`src/rtl/seg7_pkg.sv`:
```
// Shared 7-segment constants, BCD digit type and the BCD up/down step helper
// used by the seconds counter display.
package seg7_pkg;

   typedef logic [3:0] bcd_digit_t;

   localparam logic [6:0] SEG_BLANK = 7'b1111111;
   localparam logic [3:0] ANODE_OFF = 4'b1111;

   // Active-low {g,f,e,d,c,b,a} patterns for digits 0-9
   localparam logic [6:0] SEG_DIGIT [0:9] = '{
      7'b1000000, 7'b1111001, 7'b0100100, 7'b0110000, 7'b0011001,
      7'b0010010, 7'b0000010, 7'b1111000, 7'b0000000, 7'b0010000
   };

   typedef struct packed {
      logic        wrap;
      logic [15:0] value;
   } bcd_step_t;

   function automatic bcd_step_t bcd_step(input logic [15:0] value, input logic up);
      bcd_step_t  result;
      logic       carry;
      bcd_digit_t d;
      result.value = value;
      carry        = 1'b1;
      for (int i = 0; i < 4; i++) begin
         d = value[i*4 +: 4];
         if (!carry) begin
            result.value[i*4 +: 4] = d;
         end else if (up) begin
            if (d >= 4'd9) begin
               result.value[i*4 +: 4] = 4'd0;
               carry                  = 1'b1;
            end else begin
               result.value[i*4 +: 4] = d + 4'd1;
               carry                  = 1'b0;
            end
         end else begin
            // An out-of-range digit is forced back to 9 rather than decremented
            if (d == 4'd0) begin
               result.value[i*4 +: 4] = 4'd9;
               carry                  = 1'b1;
            end else if (d > 4'd9) begin
               result.value[i*4 +: 4] = 4'd9;
               carry                  = 1'b0;
            end else begin
               result.value[i*4 +: 4] = d - 4'd1;
               carry                  = 1'b0;
            end
         end
      end
      result.wrap = carry;
      return result;
   endfunction

endpackage

```
`src/rtl/bcd_to_seg7.sv`:
```
// Combinational BCD digit to active-low 7-segment decoder; codes 10-15 show blank.
module bcd_to_seg7
   import seg7_pkg::*;
(
   input  bcd_digit_t  digit,
   output logic [6:0]  segments
);

   // Digit decode
   always_comb begin
      segments = SEG_BLANK;
      case (digit)
         4'd0:    segments = SEG_DIGIT[0];
         4'd1:    segments = SEG_DIGIT[1];
         4'd2:    segments = SEG_DIGIT[2];
         4'd3:    segments = SEG_DIGIT[3];
         4'd4:    segments = SEG_DIGIT[4];
         4'd5:    segments = SEG_DIGIT[5];
         4'd6:    segments = SEG_DIGIT[6];
         4'd7:    segments = SEG_DIGIT[7];
         4'd8:    segments = SEG_DIGIT[8];
         4'd9:    segments = SEG_DIGIT[9];
         default: segments = SEG_BLANK;
      endcase
   end

endmodule

```
`src/rtl/bcd_counter_display.sv`:
```
// 4-digit BCD up/down seconds counter fed by the 1 Hz divider output, driving a
// time-multiplexed common-anode 7-segment display.
module bcd_counter_display
   import seg7_pkg::*;
#(
   parameter int NUM_DIGITS    = 4,
   parameter int REFRESH_BITS  = 17,
   parameter int SYNC_STAGES   = 2,
   parameter int BLANK_LEADING = 1
) (
   input  logic                    clk_100MHz,
   input  logic                    reset,
   input  logic                    clk_1Hz,
   input  logic                    enable,
   input  logic                    up_down,
   input  logic                    clear,
   output logic [4*NUM_DIGITS-1:0] count_bcd,
   output logic                    rollover,
   output logic [NUM_DIGITS-1:0]   anodes,
   output logic [6:0]              segments,
   output logic                    dp
);

   localparam logic BLANK_EN = (BLANK_LEADING != 0);

   logic [SYNC_STAGES-1:0]  sync_r;
   logic                    edge_r;
   logic                    tick_s;
   logic [15:0]             count_r;
   logic                    rollover_r;
   bcd_step_t               step_s;
   logic [REFRESH_BITS-1:0] refresh_r;
   logic [1:0]              sel_s;
   logic [3:1]              lead_zero_s;
   bcd_digit_t              digit_s;
   logic                    blank_s;
   logic [3:0]              anode_s;
   logic                    dp_s;
   logic [6:0]              digit_seg_s;
   logic [3:0]              anodes_r;
   logic [6:0]              segments_r;
   logic                    dp_r;

   // Synchroniser and edge detector; reset high so a level already high is not a tick
   always_ff @(posedge clk_100MHz) begin
      if (reset) begin
         sync_r <= {SYNC_STAGES{1'b1}};
         edge_r <= 1'b1;
      end else begin
         sync_r <= {sync_r[SYNC_STAGES-2:0], clk_1Hz};
         edge_r <= sync_r[SYNC_STAGES-1];
      end
   end

   assign tick_s = sync_r[SYNC_STAGES-1] & ~edge_r;
   assign step_s = bcd_step(count_r, up_down);

   // BCD counter: clear beats tick, ticks while paused are discarded
   always_ff @(posedge clk_100MHz) begin
      if (reset) begin
         count_r    <= 16'h0000;
         rollover_r <= 1'b0;
      end else if (clear) begin
         count_r    <= 16'h0000;
         rollover_r <= 1'b0;
      end else if (tick_s && enable) begin
         count_r    <= step_s.value;
         rollover_r <= step_s.wrap;
      end else begin
         rollover_r <= 1'b0;
      end
   end

   // Free-running display refresh counter
   always_ff @(posedge clk_100MHz) begin
      if (reset) begin
         refresh_r <= '0;
      end else begin
         refresh_r <= refresh_r + REFRESH_BITS'(1);
      end
   end

   assign sel_s = refresh_r[REFRESH_BITS-1 -: 2];

   // Digit select, leading-zero blanking and pause indicator
   always_comb begin
      lead_zero_s[3] = (count_r[15:12] == 4'd0);
      lead_zero_s[2] = lead_zero_s[3] & (count_r[11:8] == 4'd0);
      lead_zero_s[1] = lead_zero_s[2] & (count_r[7:4] == 4'd0);
      digit_s = 4'd0;
      blank_s = 1'b1;
      anode_s = ANODE_OFF;
      case (sel_s)
         2'd0: begin
            digit_s = count_r[3:0];
            blank_s = 1'b0;
            anode_s = 4'b1110;
         end
         2'd1: begin
            digit_s = count_r[7:4];
            blank_s = BLANK_EN & lead_zero_s[1];
            anode_s = 4'b1101;
         end
         2'd2: begin
            digit_s = count_r[11:8];
            blank_s = BLANK_EN & lead_zero_s[2];
            anode_s = 4'b1011;
         end
         2'd3: begin
            digit_s = count_r[15:12];
            blank_s = BLANK_EN & lead_zero_s[3];
            anode_s = 4'b0111;
         end
         default: begin
            digit_s = 4'd0;
            blank_s = 1'b1;
            anode_s = ANODE_OFF;
         end
      endcase
      if ((sel_s == 2'd0) && !enable) begin
         dp_s = 1'b0;
      end else begin
         dp_s = 1'b1;
      end
   end

   bcd_to_seg7 u_decode (
      .digit    (digit_s),
      .segments (digit_seg_s)
   );

   // Registered display drive
   always_ff @(posedge clk_100MHz) begin
      if (reset) begin
         anodes_r   <= ANODE_OFF;
         segments_r <= SEG_BLANK;
         dp_r       <= 1'b1;
      end else begin
         anodes_r   <= anode_s;
         segments_r <= blank_s ? SEG_BLANK : digit_seg_s;
         dp_r       <= dp_s;
      end
   end

   assign count_bcd = count_r;
   assign rollover  = rollover_r;
   assign anodes    = anodes_r;
   assign segments  = segments_r;
   assign dp        = dp_r;

endmodule
```
`config.mk`:
```
export PLATFORM = sky130hd
export DESIGN_NAME = bcd_counter_display
export DESIGN_NICKNAME = d
export VERILOG_FILES = /design/src/rtl/seg7_pkg.sv /design/src/rtl/bcd_to_seg7.sv /design/src/rtl/bcd_counter_display.sv
export SDC_FILE = /design/constraint.sdc
export NUM_CORES = 1
export LEC_CHECK = 0
export BUFFER_PORTS_ARGS = -buffer_cell sky130_fd_sc_hd__buf_2
export CORE_UTILIZATION = 50
export CTS_CLUSTER_DIAMETER = 40
export DETAILED_ROUTE_END_ITERATION = 6
export HOLD_SLACK_MARGIN = 0.08
export PLACE_DENSITY = 0.7
export RECOVER_POWER = 50
export SETUP_SLACK_MARGIN = 0.4
export SLEW_MARGIN = 5
export SYNTH_ARGS = -nofsm -noshare
export SYNTH_HDL_FRONTEND = slang
export SYNTH_SLANG_ARGS = --single-unit
```
`constraint.sdc`:
```
create_clock -name clk_100MHz -period 2.6 [get_ports clk_100MHz]
set_input_delay 0.26 -clock clk_100MHz [delete_from_list [all_inputs] [get_ports clk_100MHz]]
set_output_delay 0.26 -clock clk_100MHz [all_outputs]
set_load 0.005 [all_outputs]
```
==> flow_summary.json <==
{
  "vias_per_cell": 5.46,
  "hp-start": "clk_1Hz",
  "worstSkewPairLatency_ns": 0.31,
  "grtUsageTotal_pct": 20.8,
  "start_util_pct": 51.9,
  "setup_violations": 0,
  "drc": 0,
  "power.density_mw_per_mm2": 425,
  "synth_top_cell_by_area": "dfxtp_1",
  "row_count": 27,
  "period_minus_slack_ns": 2.21,
  "clock-sinks": 49,
  "max_slew_margin_pct": 28.1,
  "num_antenna_cells": 0,
  "crit_path_end_kind": "register",
  "hp-class": "in2reg",
  "yosys_most_used_dff": "dfxtp_1",
  "wl_mm": 5.90,
  "start_kind": "register",
  "worstSetupPathType": "reg2reg",
  "synth_cells": 336,
  "dieArea_mm2": 0.00598,
  "ys.warnings.count": 0,
  "total_leakage_power_nw": 1.26,
  "antenna_found_initial": 0,
  "grt_setup_unrepaired": "no",
  "async_flop_share_pct": 0,
  "syn_nets": 358,
  "synth-seq-cells": 49,
  "synth.area.top_cells": "dfxtp_1, ha_1, nor2_1, o21ai_0, a21oi_1",
  "worst_clock_skew_ns": 0.00987,
  "ctsHoldBuffers": 0,
  "reg2reg_slack_ns": 0.39,
  "worstSetupStartpoint": "count_bcd[0]$_SDFFE_PP0P_",
  "synth.avg_cell_area_um2": 8.45,
  "cts-buffers-inserted": 5,
  "cts_tree": "yes",
  "overflow": 0,
  "htree_levels": 2,
  "r2r_start": "count_bcd[0]$_SDFFE_PP0P_",
  "dr.pass1.iters": 4,
  "path_clk_slew_ns": 0.10,
  "cts_buffer_depth": 2,
  "gp_congestion": 0.875,
  "synth-edff-count": 0,
  "ir_drop_uv": 245,
  "dr.first_iter.drc_count": 145,
  "tns_ns": 0,
  "drt.antenna.violating_nets": 0,
  "period_share_pct": 85.0,
  "syn_to_final_growth_pct": 8.64,
  "layout_common_cells": "dfxtp_1, nor2_1, buf_2",
  "core-area_mm2": 0.00547,
  "outcome": "finished clean",
  "fmax_ghz": 0.453,
  "synth_area_mm2": 0.00284,
  "wl_per_cell_um": 13.6,
  "dpl.hpwl_mm": 4.14,
  "worst_pin_slew_ns": 1.08,
  "ios": 35,
  "grt_max_degree": 35,
  "hold_viol": 0,
  "synth_top_area_share_pct": 34.6,
  "portBuffers": 34,
  "ys_seq_area_share_pct": 34.6,
  "drive_gt1_share_pct": 16.6,
  "cts-root-buf": "clkbuf_8",
  "die_height_um": 77.4,
  "chipWidth_um": 77.4,
  "grt_pass1_wl_mm": 9.98,
  "grt_pass1_vias": 2121,
  "critPathMaxFanout": 10,
  "layout_commonest_cell": "dfxtp_1",
  "cp_data_arrival_time_ns": 2.42,
  "fin_nets": 383,
  "worst_hold_slack_ns": 0.136,
  "drv_slew": 0,
  "vias": 2370,
  "required_ns": 2.81,
  "max-cap-violations": 0,
  "synthDistinctLibCells": 63
}
-- metal layers --
| metal | vias to the layer above | GRT usage, % | wire length (um) |
|---|---|---|---|
| met5 | - | 0 | 0 |
| met1 | 1097 | 27.2 | 2850 |
| li1 | 1227 | - | - |
| met4 | 0 | 8.11 | 102 |
| met3 | 12 | 4.00 | 186 |
| met2 | 34 | 33.9 | 2770 |
-- worst paths after layout --
| check | end | cells past startpoint |
|---|---|---|
| hold / removal | sync_r[0]$_SDFF_PP1_ | 2 |
| hold reg to reg | sync_r[1]$_SDFF_PP1_ | 1 |
| setup reg to reg | count_bcd[12]$_SDFFE_PP0P_ | 8 |
| setup / recovery | count_bcd[12]$_SDFFE_PP0P_ | 8 |
-- flip-flops by register name, indices dropped and copies added, names as in the netlist --
name / cells
segments: 7
anodes: 4
count_bcd: 16
dp: 1
refresh_r: 17
edge_r: 1
sync_r: 2
rollover: 1
-- final cells by class --
cell class	instances	area (um^2)
Clock inverter	3	21.3
Multi-Input combinational cell	247	1660
Tap cell	72	90.1
Timing Repair Buffer	39	194
Sequential cell	49	982
Inverter	19	71.3
Clock buffer	5	68.8
Fill cell	526	2390
-- timing repair --
action | CTS | global route
buffers inserted | 2 | 0
endpoints found under the setup margin | 6 | 8
hold endpoints to repair | 0 | 0
pin swaps | 1 | 0
gates resized for setup | 3 | 5
-- Yosys cell counts (4+ instances only) --
cell / instances
nor2_1: 40
xnor2_1: 7
dfxtp_1: 49
xor2_1: 9
and3_1: 11
buf_6: 4
clkbuf_1: 6
nand3_1: 10
nand4_1: 4
buf_2: 5
or2_2: 6
a21oi_1: 18
a31oi_1: 4
inv_1: 19
o21bai_1: 4
ha_1: 16
nor3_1: 4
a211oi_1: 7
o21ai_0: 21
nand2_1: 24
nor3b_1: 8
-- per-stage QoR --
| step | power (W) | cell area (um^2) | setup slack [ns] | instances | util [%] |
|---|---|---|---|---|---|
| 2_1_floorplan | 0.000842 | 2840 | 0.610 | 336 | - |
| 3_3_place_gp | 0.000862 | 2990 | 0.431 | 424 | 54.6 |
| 3_5_place_dp | 0.000864 | 2990 | 0.277 | 424 | 54.6 |
| 4_1_cts | 0.00133 | 3100 | 0.436 | 434 | 56.7 |
| 5_1_grt | 0.00137 | 3080 | 0.239 | 434 | 56.4 |
| 6_report | 0.00131 | 3080 | 0.390 | 434 | 56.4 |
-- logic make-up (layout without fill, tap and decap cells) --
| kind of cell | after synthesis | after routing | synth area share [%] |
|---|---|---|---|
| simple gates | 132 | 132 | 24.2 |
| mux | 6 | 6 | 4.28 |
| buf+inv | 40 | 66 | 7.18 |
| xor+xnor | 16 | 16 | 4.94 |
| compound gates | 77 | 77 | 17.8 |
| fa+ha+maj | 16 | 16 | 7.05 |
| flops | 49 | 49 | 34.6 |
-- worst max-delay path: stages (launching register included) --
cell     delay, ns
dfxtp_1       0.52
inv_1         0.10
ha_1          0.26
nor3b_1       0.17
o21ai_2       0.18
buf_4         0.16
and4_2        0.30
o21ai_0       0.14
a32o_1        0.27
-- power breakdown --
part           internal (W)  switching, W   total, W
sequential         0.000763    0.00000623   0.000770
clock              0.000191      0.000269   0.000460
combinational     0.0000323     0.0000473  0.0000796
total              0.000987      0.000323    0.00131
(Power assumes the default switching activity.)
